==> config.mk <==
export PLATFORM = sky130hd
export DESIGN_NAME = load_store_unit
export DESIGN_NICKNAME = d
export VERILOG_FILES = /design/src/rtl/load_store_unit.sv
export SDC_FILE = /design/constraint.sdc
export NUM_CORES = 1
export LEC_CHECK = 0
export ABC_AREA = 1
export BUFFER_PORTS_ARGS = -buffer_cell sky130_fd_sc_hd__buf_2
export CAP_MARGIN = 30
export CORE_MARGIN = 2
export CORE_UTILIZATION = 30
export CTS_BUF_LIST = sky130_fd_sc_hd__clkbuf_2
export CTS_CLUSTER_DIAMETER = 120
export DETAILED_ROUTE_END_ITERATION = 8
export PLACE_DENSITY = 0.55
export SYNTH_ARGS = -nofsm -noshare
export SYNTH_HDL_FRONTEND = slang
export SYNTH_SLANG_ARGS = --single-unit
==> constraint.sdc <==
create_clock -name clk -period 5 [get_ports clk]
set_input_delay 0.25 -clock clk [delete_from_list [all_inputs] [get_ports clk]]
set_output_delay 0.25 -clock clk [all_outputs]
set_load 0.05 [all_outputs]
==> src/rtl/load_store_unit.sv <==
// load_store_unit: single-outstanding load/store bus master with byte lanes,
// bounded ack wait and a registered load result.
module load_store_unit #(
    parameter int TIMEOUT = 255
) (
    input  logic        clk,
    input  logic        rst,
    input  logic        mem_read,
    input  logic        mem_write,
    input  logic        load_byte,
    input  logic        store_byte,
    input  logic [31:0] address,
    input  logic [31:0] store_data,
    output logic        bus_req,
    output logic        bus_we,
    output logic [31:0] bus_addr,
    output logic [31:0] bus_wdata,
    output logic [3:0]  bus_sel,
    input  logic        bus_ack,
    input  logic [31:0] bus_rdata,
    output logic [31:0] memory_value,
    output logic        busy,
    output logic        done,
    output logic        error
);
    typedef enum logic [1:0] {IDLE, BUSY, DONE} state_t;
    state_t      state_q, state_d;
    logic [7:0]  cnt_q, cnt_d;
    logic [31:0] addr_q, addr_d, data_q, data_d, mv_q, mv_d;
    logic        lb_q, lb_d, sb_q, sb_d, we_q, we_d, err_q, err_d;
    logic        req, tmo, in_busy, byte_acc;
    logic [7:0]  rbyte;
    assign req      = mem_read | mem_write;
    // Timeout fires on the TIMEOUT-th BUSY cycle; ack in that cycle still wins.
    assign tmo      = ({1'b0, cnt_q} + 9'd1) == 9'(TIMEOUT);
    assign rbyte    = bus_rdata[{addr_q[1:0], 3'b000} +: 8];
    assign in_busy  = state_q == BUSY;
    assign byte_acc = we_q ? sb_q : lb_q;
    always_comb begin
        state_d = state_q;
        cnt_d   = cnt_q;
        addr_d  = addr_q;
        data_d  = data_q;
        lb_d    = lb_q;
        sb_d    = sb_q;
        we_d    = we_q;
        err_d   = err_q;
        mv_d    = mv_q;
        case (state_q)
            IDLE: if (req) begin
                state_d = BUSY;
                cnt_d   = '0;
                err_d   = 1'b0;
                addr_d  = address;
                data_d  = store_data;
                lb_d    = load_byte;
                sb_d    = store_byte;
                we_d    = mem_write;
            end
            BUSY: if (bus_ack) begin
                state_d = DONE;
                if (!we_q) mv_d = lb_q ? {24'b0, rbyte} : bus_rdata;
            end else if (tmo) begin
                state_d = DONE;
                err_d   = 1'b1;
                if (!we_q) mv_d = '0;
            end else begin
                cnt_d = cnt_q + 8'd1;
            end
            default: state_d = IDLE;
        endcase
    end
    always_ff @(posedge clk or posedge rst) begin
        if (rst) begin
            state_q <= IDLE;
            cnt_q   <= '0;
            addr_q  <= '0;
            data_q  <= '0;
            lb_q    <= 1'b0;
            sb_q    <= 1'b0;
            we_q    <= 1'b0;
            err_q   <= 1'b0;
            mv_q    <= '0;
        end else begin
            state_q <= state_d;
            cnt_q   <= cnt_d;
            addr_q  <= addr_d;
            data_q  <= data_d;
            lb_q    <= lb_d;
            sb_q    <= sb_d;
            we_q    <= we_d;
            err_q   <= err_d;
            mv_q    <= mv_d;
        end
    end
    assign bus_req      = in_busy;
    assign bus_we       = in_busy & we_q;
    assign bus_addr     = in_busy ? {addr_q[31:2], 2'b00} : '0;
    assign bus_sel      = in_busy ? (byte_acc ? 4'b0001 << addr_q[1:0] : 4'hF) : 4'h0;
    assign bus_wdata    = in_busy ? ((we_q & sb_q) ? {4{data_q[7:0]}} : data_q) : '0;
    assign memory_value = mv_q;
    assign busy         = ((state_q == IDLE) & req) | in_busy;
    assign done         = state_q == DONE;
    assign error        = (state_q == DONE) & err_q;
endmodule

======== After elaboration in Yosys (flattened, before gate mapping) ========
Index checks and enable logic that the tools add are counted.
word-level totals
  register bits after elaboration ......... 110
  input port bits ......................... 103
  output and inout port bits .............. 105
  word-level logic and storage cells ...... 59
operators by class
  $add $sub $neg .......................... 2
  equal/unequal tests ..................... 8
  shift operators ......................... 2
  muxes and demuxes ....................... 23
  bitwise gates (word level) .............. 7
  reductions and logical operators ........ 8
operator list
  cell                                                                   number
  32-bit 2-to-1 mux                                                      8
  32-bit by 6-bit indexed part select with 8-bit output                  1
  8-bit 2-to-1 mux                                                       3
  8-bit one-hot mux with 2 select lines                                  1
  8-bit by 1-bit adder with 9-bit output, second input constant          1
  9-bit by 8-bit equality test with 1-bit output, second input constant  1
  8-bit by 1-bit adder with 8-bit output, second input constant          1
  4-bit 2-to-1 mux                                                       2
  2-bit != test, second input constant                                   4
  4-bit AND reduction                                                    2
  2-bit 2-to-1 mux                                                       3
  1-bit AND                                                              4
  1-bit 2-to-1 mux                                                       4
  2-bit one-hot mux with 2 select lines                                  1
  2-bit AND reduction                                                    2
  2-bit nonzero test                                                     2
  1-bit by 2-bit left shift with 4-bit output, first input constant      1
  3-bit != test, second input constant                                   1
  3-bit AND reduction                                                    1
  2-bit by 1-bit equality test with 1-bit output, second input constant  1
  2-bit equality test, second input constant                             1
  2-bit logical NOT                                                      1
  1-bit OR                                                               2
  1-bit one-hot mux with 2 select lines                                  1
  1-bit inverter                                                         1

======== Depth between registers and ports, before layout ========
Gate-level depths: netlist of run 1.
  depth after elaboration ................. 5
  mapped depth ............................ 13
  mapped depth without buffers ............ 12

======== Worst setup path after synthesis of run 1 ========
OpenSTA, ideal clock, no wires.
  path kind ............................... flip-flop to output port
  from .................................... reg state_q[1]
  to ...................................... out bus_addr[30]
  arrival time ............................ 2214 ps
  data required time ...................... 4750 ps
  slack ................................... 2536 ps
  cell stages (with the launch flop) ...... 6
  path buffers ............................ 2
  path through ............................ dfrtp_1 nor2_2 inv_2 clkbuf_1 buf_1 nor2_1
between the ends
  word-level cells in the longest chain between the ends .. 2
RTL lines
  item                                            RTL line  RTL
  from (decl)                                     27        state_t state_q, state_d;
  from (signal assigned)                          85        state_q <= state_d;
  2-bit by 1-bit equality test with 1-bit output  37        assign in_busy = state_q == BUSY;
  net bus_req                                     14        output logic bus_req,
  32-bit 2-to-1 mux                               98        assign bus_addr = in_busy ? {addr_q[31:2], 2'b00} : '0;
  to (decl)                                       16        output logic [31:0] bus_addr,
The timed path passes the listed nets, and every way through them passes these cells.

======== Worst setup path in the final report of run 1 ========
  from .................................... reg we_q
  to ...................................... out bus_sel[1]
between the ends
  word-level cells in the longest chain between the ends .. 3
RTL lines
  item                           RTL line  RTL
  from (decl)                    30        logic lb_q, lb_d, sb_q, sb_d, we_q, we_d, err_q, err_d;
  from (signal assigned)         91        we_q <= we_d;
  1-bit 2-to-1 mux               38        assign byte_acc = we_q ? sb_q : lb_q;
  4-bit 2-to-1 mux (2 in a row)  99        assign bus_sel = in_busy ? (byte_acc ? 4'b0001 << addr_q[1:0] : 4'hF) : 4'h0;
  to (decl)                      18        output logic [3:0] bus_sel,
Every way passes these cells.

==> results.yml, run 1 <==
outcome:
  status: "finished, final reports clean"
logic_synthesis:
  syn_avg_cell_area_um2: 7.99
  netlist_area_um2: 5400
  synth_cells: 676
  synth_edf_count: 0
  yosys_most_used_dff: "dfrtp_1"
  ys_warn_count: 0
  netlist_top_cells_count: "nand2_1, nor2_1, dfrtp_1, inv_1, a21oi_1"
  ys_async_sr_fraction_pct: 100
  synth_top_area_share_pct: 51.0
  synth_area_leaders: "dfrtp_1, nand2_1, nor2_1"
  synth_most_common_cell: "nand2_1"
  synth-seq-area-share_pct: 51.0
  yosysUniqueCellTypes: 27
  synth_top_area_cell: "dfrtp_1"
  ys_seq_elements: 110
finish:
  design_area_um2: 7690
  area_delta_synth_final_pct: 42.4
  nets: 1069
  drive_gt1_share_pct: 27.3
detailed_routing:
  via_per_inst: 4.47
  via_count: 5369
  post-route-drc-count: 0
  first_iter_violations: 249
  drt_wl_total_um: 16600
  drt-pass1-iter-count: 4
  routedWlPerCell_um: 13.8
  ant_nets: 0
setup_path:
  path_max_fanout: 26
  reg2reg_from: "cnt_q[0]"
  start_kind: "register"
  path_cells: "nand2_1 > o21ai_0 > a21oi_1 > buf_2"
  end_kind: "output pin"
  crit_required_ps: 4750
  critPathMaxStageDelay_ps: 660
  critPathKind: "reg2out"
  cpMaxStageDelayCell: "nand2_1"
  crit_family: "compound AO/OA/AOI/OAI gates"
  reg2reg_depth: 11
  r2r_end: "memory_value[21]"
  crit_buf_inv: 1
  r2r_slack_ps: 2610
  path_depth: 4
  arrival_ps: 2810
clock_network:
  cts_tree: "yes"
  cts_setup_buffers: 0
  cts_resized: 0
  htreeDepth: 3
  cts-root-buf: "clkbuf_2"
  cts.clk_slew.worst_paths_ps: 320
  cts.sinks: 110
  cts_buffer_depth: 2
  insertion_delay_ps: 620
  hold_buffers: 101
  numCtsBuffers: 9
timing:
  worst_clock_skew_ps: 43.3
  setup_viol: 0
  rsz0062_at_grt: "false"
  period_share_pct: 61.2
  fmax_mhz: 327
  hold_viol_final: 0
  finalMaxSlewViolations: 0
  worst_pin_slew_ps: 899
  fin_crit_ps: 3060
  finalSetupTns_ps: 0
  slew_headroom_pct: 39.9
global_route:
  antenna_found_initial: 3
  grt_pass1_vias: 5401
  grt_pass1_wl_um: 26800
  grt_remaining_overflow: 0
  grtUsageTotal_pct: 17.3
  grt_max_degree: 68
floorplan:
  fp.dieH_um: 138
  start_util_pct: 30.3
  core-area_um2: 17800
  ios: 208
  num_rows: 49
  die_x_um: 138
  dieArea_um2: 19100
hold_path:
  worstHoldStart: "mem_read"
  hold_path_class: "in2reg"
  holdPathStages: 5
  holdPathEnd: "addr_q[1]"
pwr:
  pwr-share-seq_pct: 27.5
  p_sw_mw: 3.20
  p_sw_share_pct: 59.3
  p_int_mw: 2.20
  ir_worst_vdd_uv: 530
  power_frac_clock_pct: 7.2
  fin_total_pwr_mw: 5.40
  powerDensity_nw_per_um2: 702
  leakage_nw: 4.22
  combPwrFrac_pct: 65.3
place:
  globalplace.congestion: 0.769
  placed_area_um2: 6580
  dp_hpwl_um: 11100
  io_buffers: 205
flow_run:
  maxCapViolCount: 0
-- per-layer routing --
metal  global-route usage [%]  vias up  routed length, µm
met3                     4.85       20                978
li1                         -     2689                  -
met4                     4.24        2                249
met1                     21.6     2479               7280
met2                     29.7      179               8080
met5                        0        -                 11
-- worst max-delay path by stage --
| stage | to | start |
|---|---|---|
| CTS | bus_wdata[31] | we_q |
| floorplan | addr_q[0] | rst |
| global route | bus_wdata[31] | we_q |
| global placement | bus_wdata[31] | we_q |
| finish | bus_sel[1] | we_q |
| detailed placement | bus_wdata[31] | we_q |
-- tightest hold or removal path: stages --
cell	delay, ps
buf_2	80
o211ai_1	90
buf_4	210
nor2_1	110
a21oi_1	50
-- kinds of logic after synthesis --
family,count (synthesis),share of synthesized area [%]
simple gates,309,23.3
buf+inv,121,9.59
flops,110,51.0
compound gates,107,10.2
mux,26,5.42
fa+ha+maj,2,0.463
other cells,1,0.0694
-- power groups by stage --
stage	clock network, mW	registers, mW	logic (mW)
after CTS	0.415	1.49	3.55
after global placement	0	1.50	3.45
after global routing	0.445	1.54	3.79
after floorplan	0	1.88	2.30
after detailed placement	0	1.51	3.48
final	0.386	1.49	3.53
-- cells in the final DEF, fill, tap and decap left out, drive strengths merged, types with 2 or more instances in the layout --
cell type	netlist	layout
inv	83	84
buf	21	212
dlygate4sd3	0	101
diode	0	2
nand2	147	147
clkinv	1	7
dfrtp	110	110
o22ai	6	6
a21oi	77	77
nand3	40	40
clkbuf	16	9
o21ai	21	21
nand4	2	2
ha	2	2
mux2	26	26
conb	1	2
o21bai	2	2
nor2	119	119
-- final cells by class --
cell class / instances / area (µm²)
fill: 1844 / 10100
clock inverter: 7 / 50.0
clock buffer: 9 / 45.0
timing repair buffer: 313 / 2100
inverter: 84 / 318
antenna: 2 / 5.00
multi-input combinational: 446 / 2130
sequential: 110 / 2750
tap: 229 / 287
-- through the flow --
stage | setup WS [ps] | std cells | hold WS (ps) | utilization, %
floorplan | 1850 | 677 | 400 | -
detailed placement | 2580 | 1081 | 454 | 36.9
CTS | 1760 | 1198 | 71.5 | 43.1
global route | 1590 | 1200 | 92.7 | 43.1
finish | 1940 | 1200 | 154 | 43.1
global placement | 2580 | 1080 | 452 | 36.8
-- registers in the layout (all words and copies together) (netlist names) --
name	cells
addr_q	32
err_q	1
sb_q	1
we_q	1
cnt_q	8
data_q	32
state_q	2
lb_q	1
memory_value	32
(Power assumes the default switching activity.)
==> inputs of run 2 (changes only) <==
- PLACE_DENSITY: 0.55 -> 0.57
- clock period: 5 -> 2.58 ns (I/O delays scaled with it)
==> results.yml, run 2 (synthesis gave the netlist of run 1 again) <==
timing:
  period_share_pct: 98.2
  worst_pin_slew_ps: 749
  worst_clock_skew_ps: 55.5
  fin_crit_ps: 2530
  hold_viol_final: 0
  finalSetupTns_ps: 0
  setup_viol: 0
  rsz0062_at_grt: "true"
  slew_headroom_pct: 50.0
  fmax_mhz: 395
  finalMaxSlewViolations: 0
  timing.final.ws_setup_ps: 47.3
pwr:
  powerDensity_nw_per_um2: 1330
  p_int_mw: 4.36
  ir_worst_vdd_uv: 902
  p_sw_mw: 6.23
  combPwrFrac_pct: 65.7
  pwr-share-seq_pct: 27.4
  power_frac_clock_pct: 6.9
  leakage_nw: 4.30
  p_sw_share_pct: 58.8
clock_network:
  insertion_delay_ps: 640
  htreeDepth: 3
  numCtsBuffers: 9
  cts-root-buf: "clkbuf_2"
  cts_tree: "yes"
  cts.clk_slew.worst_paths_ps: 330
  cts.sinks: 110
  cts_buffer_depth: 2
floorplan:
  fp.dieH_um: 138
  die_x_um: 138
  start_util_pct: 30.3
  ios: 208
  num_rows: 49
  dieArea_um2: 19100
  core-area_um2: 17800
detailed_routing:
  via_count: 5486
  drt_wl_total_um: 16900
  routedWlPerCell_um: 13.8
  via_per_inst: 4.49
  first_iter_violations: 196
  drt-pass1-iter-count: 5
  ant_nets: 0
  post-route-drc-count: 0
finish:
  utilization_pct: 44.5
  multi_input_area_um2: 2150
  layout_commonest_cell: "buf_2"
  regArea_um2: 2760
  drive_gt1_share_pct: 27.6
  final_cell_mix: "buf_2, nand2_1, dlygate4sd3_1"
  area_delta_synth_final_pct: 47.1
  design_area_um2: 7940
  fill_cells: 1803
  nets: 1091
place:
  placed_area_um2: 6600
  io_buffers: 205
  globalplace.congestion: 0.799
  dp_hpwl_um: 11100
  post-place-ws_ps: 554
setup_path:
  crit_required_ps: 3170
  end_kind: "register"
  critPathKind: "reg2reg"
  r2r_end: "memory_value[1]"
  start_kind: "register"
  path_max_fanout: 8
  r2r_slack_ps: 50
  arrival_ps: 3130
  reg2reg_depth: 11
  reg2reg_from: "addr_q[1]"
outcome:
  status: "finished, final reports clean"
global_route:
  antenna_found_initial: 3
  grt_pass1_wl_um: 27200
  grt_pass1_vias: 5467
  grtUsageTotal_pct: 17.5
  grt_max_degree: 111
  grt_remaining_overflow: 0
hold_path:
  hold_path_class: "in2async"
flow_run:
  maxCapViolCount: 0
==> run 2: cell count changes in the layout (fill, tap and decap cells not counted), moves of 2 or more <==
cell	change
dlygate4sd3_1	+20
clkinv_4	-2
nand2_2	+3
dfrtp_1	-2
clkinvlp_4	+2
nand2_1	-4
dfrtp_2	+2
==> run 2: stage by stage <==
step / hold slack (ps) / instances / power (mW)
after global routing: 147 / 1221 / 11.3
after floorplan: 279 / 677 / 8.10
final: 100 / 1222 / 10.6
after CTS: 113 / 1219 / 10.6
after detailed placement: 360 / 1082 / 9.65
after global placement: 361 / 1082 / 9.61
==> run 2: repair_timing <==
action                                 4_1_cts  5_1_grt
setup endpoints to repair                    0       66
buffers inserted                             0        1
gates resized for setup                      0       10
endpoints found under the hold margin      210        0
hold buffers                               121        0
==> run 2: worst max path at each step <==
stage,to,start
after CTS,memory_value[5],addr_q[0]
after global placement,memory_value[14],cnt_q[0]
after detailed placement,memory_value[8],cnt_q[1]
final,memory_value[1],addr_q[1]
after floorplan,bus_addr[30],state_q[1]
after global routing,memory_value[2],addr_q[1]
==> run 2: critical path, cell delays in order, from the launching register on <==
cell and delay (ps):
dfrtp_2 500, inv_1 110, nand2_2 140, inv_1 100
nand2_1 40, o21ai_0 60, o21ai_0 100, a21oi_1 150
dlygate4sd3_1 570, nand3_1 80, dlygate4sd3_1 590, nand2_1 70
==> run 2: power groups by stage <==
stage	Sequential (mW)	Combinational, mW	Clock [mW]
6_report	2.90	6.96	0.731
5_1_grt	3.00	7.45	0.834
4_1_cts	2.89	6.94	0.780
3_5_place_dp	2.93	6.72	0
3_3_place_gp	2.91	6.70	0
2_1_floorplan	3.63	4.46	0
==> run 2: routing by layer <==
metal	GRT usage (%)	part of all wire [%]	vias to the layer above	wire length (µm)
met5	0	0.041	-	7
met4	6.18	1.7	2	281
met3	4.47	5.9	24	998
met2	30.2	49	165	8280
met1	21.2	43	2555	7340
li1	-	-	2740	-
==> run 2: final cells by class <==
| type | count | share of cell area (%) |
|---|---|---|
| well taps | 229 | 3.61 |
| clock buffers | 10 | 0.630 |
| multi-input cells | 446 | 27.1 |
| repair buffers | 335 | 29.4 |
| clock inverters | 6 | 0.473 |
| diodes | 2 | 0.0630 |
| inverters | 84 | 4.02 |
| flip-flops and latches | 110 | 34.7 |
